<file path="src/rtl/tictactoe_pkg.sv">
// Shared types and the winning-line table for the tic-tac-toe result scanner.
package tictactoe_pkg;

  // Two-bit cell encoding as stored in the pos1..pos9 registers.
  typedef enum logic [1:0] {
    EMPTY = 2'b00,
    PL_O  = 2'b01,
    PL_X  = 2'b10,
    BAD   = 2'b11
  } cell_t;

  // Scanner control states.
  typedef enum logic [1:0] {
    IDLE = 2'b00,
    SCAN = 2'b01,
    DONE = 2'b10
  } scan_state_t;

  localparam int unsigned NUM_CELLS = 9;
  localparam int unsigned NUM_LINES = 8;

  // Winning lines as zero-based cell indices (cell 0 is pos1, row-major).
  // Rows, then columns, then the two diagonals.
  localparam logic [3:0] LINE_TBL [NUM_LINES][3] = '{
    '{4'd0, 4'd1, 4'd2},
    '{4'd3, 4'd4, 4'd5},
    '{4'd6, 4'd7, 4'd8},
    '{4'd0, 4'd3, 4'd6},
    '{4'd1, 4'd4, 4'd7},
    '{4'd2, 4'd5, 4'd8},
    '{4'd0, 4'd4, 4'd8},
    '{4'd2, 4'd4, 4'd6}
  };

endpackage

</file>
<file path="src/rtl/board_win_scanner_line_match.sv">
// Combinational check of one three-cell line: all equal and owned by a player.
module line_match
  import tictactoe_pkg::*;
(
  input  cell_t a,
  input  cell_t b,
  input  cell_t c,
  output logic  match,
  output cell_t owner
);

  // Empty and invalid cells never form a line, even when all three agree.
  always_comb begin
    match = (a == b) && (b == c) && ((a == PL_O) || (a == PL_X));
    owner = match ? a : EMPTY;
  end

endmodule

</file>
<file path="src/rtl/board_win_scanner.sv">
// Snapshots the board on start, then walks the eight winning lines one per
// clock and reports win / draw / corrupt-board results with registered outputs.
module board_win_scanner
  import tictactoe_pkg::*;
#(
  parameter bit EARLY_EXIT = 1'b1
) (
  input  logic       clk,
  input  logic       rst,
  input  logic       start,
  input  logic [1:0] pos1,
  input  logic [1:0] pos2,
  input  logic [1:0] pos3,
  input  logic [1:0] pos4,
  input  logic [1:0] pos5,
  input  logic [1:0] pos6,
  input  logic [1:0] pos7,
  input  logic [1:0] pos8,
  input  logic [1:0] pos9,
  output logic       busy,
  output logic       done,
  output logic       winner_x,
  output logic       winner_o,
  output logic       draw,
  output logic       board_err,
  output logic [2:0] win_line,
  output logic [3:0] occupied_cnt
);

  cell_t       pos_in [NUM_CELLS];
  cell_t       snap_q [NUM_CELLS];
  cell_t       snap_d [NUM_CELLS];
  scan_state_t state_q, state_d;
  logic [2:0]  line_idx_q, line_idx_d;
  logic        busy_q, busy_d;
  logic        done_q, done_d;
  logic        winner_x_q, winner_x_d;
  logic        winner_o_q, winner_o_d;
  logic        draw_q, draw_d;
  logic        board_err_q, board_err_d;
  logic [2:0]  win_line_q, win_line_d;
  logic [3:0]  occupied_cnt_q, occupied_cnt_d;

  logic [3:0]  pop_cnt;
  logic        any_bad;
  cell_t       sel_cell [3];
  logic        line_hit;
  cell_t       line_owner;
  logic        win_seen;

  assign pos_in[0] = cell_t'(pos1);
  assign pos_in[1] = cell_t'(pos2);
  assign pos_in[2] = cell_t'(pos3);
  assign pos_in[3] = cell_t'(pos4);
  assign pos_in[4] = cell_t'(pos5);
  assign pos_in[5] = cell_t'(pos6);
  assign pos_in[6] = cell_t'(pos7);
  assign pos_in[7] = cell_t'(pos8);
  assign pos_in[8] = cell_t'(pos9);

  // Occupied-cell popcount and invalid-cell detect over the board being latched.
  always_comb begin
    pop_cnt = 4'd0;
    any_bad = 1'b0;
    for (int i = 0; i < NUM_CELLS; i++) begin
      if ((pos_in[i] == PL_O) || (pos_in[i] == PL_X)) pop_cnt = pop_cnt + 4'd1;
      if (pos_in[i] == BAD) any_bad = 1'b1;
    end
  end

  // Route the three snapshot cells of the current line to the single matcher.
  always_comb begin
    for (int j = 0; j < 3; j++) begin
      sel_cell[j] = snap_q[LINE_TBL[line_idx_q][j]];
    end
  end

  line_match u_line_match (
    .a     (sel_cell[0]),
    .b     (sel_cell[1]),
    .c     (sel_cell[2]),
    .match (line_hit),
    .owner (line_owner)
  );

  // Next-state and next-result logic for the IDLE/SCAN/DONE controller.
  always_comb begin
    state_d        = state_q;
    line_idx_d     = line_idx_q;
    snap_d         = snap_q;
    done_d         = 1'b0;
    winner_x_d     = winner_x_q;
    winner_o_d     = winner_o_q;
    draw_d         = draw_q;
    board_err_d    = board_err_q;
    win_line_d     = win_line_q;
    occupied_cnt_d = occupied_cnt_q;
    win_seen       = winner_x_q | winner_o_q;

    case (state_q)
      IDLE: begin
        if (start) begin
          snap_d         = pos_in;
          line_idx_d     = 3'd0;
          winner_x_d     = 1'b0;
          winner_o_d     = 1'b0;
          draw_d         = 1'b0;
          win_line_d     = 3'd0;
          occupied_cnt_d = pop_cnt;
          board_err_d    = any_bad;
          state_d        = SCAN;
        end
      end

      SCAN: begin
        if (line_hit && !win_seen) begin
          winner_x_d = (line_owner == PL_X);
          winner_o_d = (line_owner == PL_O);
          win_line_d = line_idx_q;
        end else if (line_hit && ((line_owner == PL_X) != winner_x_q)) begin
          // Both players own a line: keep the first win, flag the board.
          board_err_d = 1'b1;
        end

        if (EARLY_EXIT && line_hit && !win_seen) begin
          state_d = DONE;
          done_d  = 1'b1;
        end else if (line_idx_q == 3'd7) begin
          state_d = DONE;
          done_d  = 1'b1;
          draw_d  = (occupied_cnt_q == 4'd9) && !(winner_x_d | winner_o_d) && !board_err_d;
        end else begin
          line_idx_d = line_idx_q + 3'd1;
        end
      end

      DONE: begin
        state_d = IDLE;
      end

      default: begin
        state_d = IDLE;
      end
    endcase

    busy_d = (state_d != IDLE);
  end

  // State, snapshot and result registers; reset wins over any start.
  always_ff @(posedge clk) begin
    if (rst) begin
      state_q        <= IDLE;
      line_idx_q     <= 3'd0;
      snap_q         <= '{default: EMPTY};
      busy_q         <= 1'b0;
      done_q         <= 1'b0;
      winner_x_q     <= 1'b0;
      winner_o_q     <= 1'b0;
      draw_q         <= 1'b0;
      board_err_q    <= 1'b0;
      win_line_q     <= 3'd0;
      occupied_cnt_q <= 4'd0;
    end else begin
      state_q        <= state_d;
      line_idx_q     <= line_idx_d;
      snap_q         <= snap_d;
      busy_q         <= busy_d;
      done_q         <= done_d;
      winner_x_q     <= winner_x_d;
      winner_o_q     <= winner_o_d;
      draw_q         <= draw_d;
      board_err_q    <= board_err_d;
      win_line_q     <= win_line_d;
      occupied_cnt_q <= occupied_cnt_d;
    end
  end

  assign busy         = busy_q;
  assign done         = done_q;
  assign winner_x     = winner_x_q;
  assign winner_o     = winner_o_q;
  assign draw         = draw_q;
  assign board_err    = board_err_q;
  assign win_line     = win_line_q;
  assign occupied_cnt = occupied_cnt_q;

endmodule
</file>
<file path="config.mk">
export PLATFORM = sky130hd
export DESIGN_NAME = board_win_scanner
export DESIGN_NICKNAME = d
export VERILOG_FILES = /design/src/rtl/tictactoe_pkg.sv /design/src/rtl/board_win_scanner_line_match.sv /design/src/rtl/board_win_scanner.sv
export SDC_FILE = /design/constraint.sdc
export NUM_CORES = 1
export LEC_CHECK = 0
export ABC_AREA = 1
export CORE_AREA = 8 8 80 82
export DETAILED_ROUTE_END_ITERATION = 6
export DIE_AREA = 0 0 88 90
export PLACE_DENSITY_LB_ADDON = 0.2
export SLEW_MARGIN = 15
export SYNTH_ARGS = -nofsm -noshare
export SYNTH_HDL_FRONTEND = slang
export SYNTH_SLANG_ARGS = --single-unit
</file>
<file path="constraint.sdc">
create_clock -name clk -period 9.1 [get_ports clk]
set_input_delay 0.91 -clock clk [delete_from_list [all_inputs] [get_ports clk]]
set_output_delay 0.91 -clock clk [all_outputs]
set_load 0.05 [all_outputs]
</file>
==> flow_summary.toml <==
[setup_path]
setup.worst_path.class = "in -> reg"
critPathMostFrequentCell = "nand2_1"
crit_buf_inv = 2
arrival_ns = 5.29
r2r_slack_ns = 6.26
r2r_start = "line_idx_q[0]"
crit_path_end_kind = "flip-flop"
cpPeakStageDelay_ns = 0.44
crit_required_ns = 9.25
slowest_stage = "clkdlybuf4s50_1"
cp-startpoint = "pos1[0]"
crit_family = "simple AND/OR/NAND/NOR gates"
cp_max_fo = 4
cp-start-kind = "input port"

[global_routing]
grt_pass1_vias = 2978
grt_max_degree = 31
grt_pass1_wl_um = 13000
grt_antenna_before_repair = 0
grt_overflow_total = 0
grt_usage_pct = 19.5

[finish]
syn2layout_area_growth_pct = 14.5
nets = 573
most-common-layout-cells = "145 x nand2_1, 73 x nand3_1, 50 x inv_1, 50 x nor2_1, 36 x dfxtp_1"
final-seq-area_sq_um = 721
fillCellCount = 477
final_layout_size_suffix_gt1_share_pct = 10.7
multi_input_area_sq_mm = 0.00208
diodes = 0
final_common_cell = "nand2_1"

[die]
coreArea_sq_mm = 0.00524
die_h_um = 90
start_util_pct = 59.0
rows = 27
die_x_um = 88
dieArea_sq_mm = 0.00792
ioPinCount = 34

[logic_synthesis]
synthFlopType = "dfxtp_1"
synth_edf_count = 0
ys_seq_area_share_pct = 23.3
yosys_register_bits = 36
syn_area_per_cell_sq_um = 6.14
async_flop_share_pct = 0
yosys_warnings = 0
synth_fp_nets = 546
yosysUniqueCellTypes = 33
syn-instance-count = 503
synthesis.area_sq_mm = 0.00309

[run_status]
outcome = "complete, no violations"

[pwr]
power-per-cell-area_mw_per_mm2 = 165
vdd_ir_drop_max_uv = 104
p_leak_nw = 1.74
finalPower_uw = 583

[timing]
maxSlewHeadroom_pct = 46.3
skew_ns = 0.0116
finalSetupViolCount = 0
finalHoldViolations = 0
slew_viol_final = 0
fmax_mhz = 195
tightest_slew_ns = 0.804
finalSetupTns_ns = 0
fin_crit_ns = 5.14
rsz0062_at_grt = "no"
fin_crit_sh_pct = 56.4

[clock_tree]
clkTransAtPathRegs_ns = 0.08
cts_tree = "built"
cts_root_buf = "clkbuf_8"
hold_buffers = 0
postCtsSetupBuffers = 0
clock_sinks = 36
cts_resized = 0
cts_buffers = 5
clkLatencyLatePin_ns = 0.29
htreeDepth = 2
clk_path_buf_depth = 2

[place]
dp_hpwl_um = 5980
io_buffer_count = 33
gp_congestion = 0.948

[min_path]
hold_start = "snap_q[7]"
hold_path_class = "reg -> reg"

[drt]
drt_iter0_drc = 193
viasPerCell = 5.30
drt_pass1_iterations = 5
route.vias.total = 3197
wl_per_cell_um = 12.2
wl_um = 7350
drc = 0
ant_nets = 0

[flow_run]
maxCapViolCount = 0
-- worst register-to-register path, delay by kind of cell, from the launching register on --
kind / cells / cell delay (ns)
DFF: 1 / 0.52
adders and majority gates: 1 / 0.54
buffers and inverters: 1 / 0.17
AOI/OAI and AO/OA: 3 / 0.47
and+or+nand+nor: 9 / 1.07
-- registers in the layout, summed over array words and instances, names as in the netlist, 2 cells and up --
| register | cells |
|---|---|
| line_idx_q | 3 |
| state_q | 2 |
| snap_q | 18 |
| occupied_cnt | 4 |
| win_line | 3 |
-- metrics by stage --
stage	hold WS, ns	cell area (sq um)	util [%]	cells	worst slack (ns)
2_1_floorplan	0.444	3090	-	503	4.45
3_3_place_gp	0.465	3450	65.8	595	3.90
3_5_place_dp	0.474	3450	65.8	595	3.71
4_1_cts	0.484	3540	67.6	603	4.01
5_1_grt	0.517	3540	67.6	603	3.64
6_report	0.484	3540	67.6	603	3.96
-- cells in the mapped netlist (4+ instances only) --
library cell	count	area, sq um
a21oi_1	16	80.1
a21oi_2	4	35.0
clkbuf_1	9	33.8
dfxtp_1	36	721
ha_1	22	275
inv_1	50	188
inv_2	7	26.3
nand2_1	145	544
nand2_2	12	75.1
nand2_4	8	90.1
nand3_1	73	365
nand4_1	7	43.8
nor2_1	50	188
nor2_4	4	45.0
o21ai_0	25	125
or2_2	4	25.0
-- final cells by class --
cell class	count	area share, %
Multi-Input combinational cell	396	58.9
Inverter	57	6.04
Tap cell	72	2.55
Clock buffer	5	1.94
Timing Repair Buffer	34	9.54
Sequential cell	36	20.4
Clock inverter	3	0.672
-- cell families (layout without fill, tap and decap cells) --
| kind of cell | Yosys count | in the layout | share of synthesized area [%] |
|---|---|---|---|
| adder cells (fa/ha/maj) | 22 | 22 | 8.91 |
| AO/OA/AOI/OAI | 54 | 54 | 9.92 |
| flip-flops | 36 | 36 | 23.3 |
| AND/OR/NAND/NOR | 319 | 319 | 48.3 |
| buffers and inverters | 71 | 99 | 9.23 |
| XOR/XNOR | 1 | 1 | 0.283 |
-- where the power goes --
| group | switching (mW) | leakage (nW) | total (mW) | internal [mW] |
|---|---|---|---|---|
| clock | 0.0594 | 0.0404 | 0.114 | 0.0542 |
| combinational | 0.187 | 1.40 | 0.289 | 0.102 |
| sequential | 0.0103 | 0.296 | 0.180 | 0.170 |
-- metal layers --
layer	up-vias	part of all wire, %	track usage, %
met5	-	0	0
met4	0	1.7	6.74
met3	11	2.8	2.00
met2	68	49	33.6
met1	1424	46	24.0
li1	1694	-	-
-- final timing paths --
kind	endpoint	cells after the start
setup / recovery	occupied_cnt[1]	27
hold / removal	snap_q[7]	2
setup reg to reg	win_line[0]	14
hold reg to reg	snap_q[7]	2
Power figures use the tool's default switching activity.
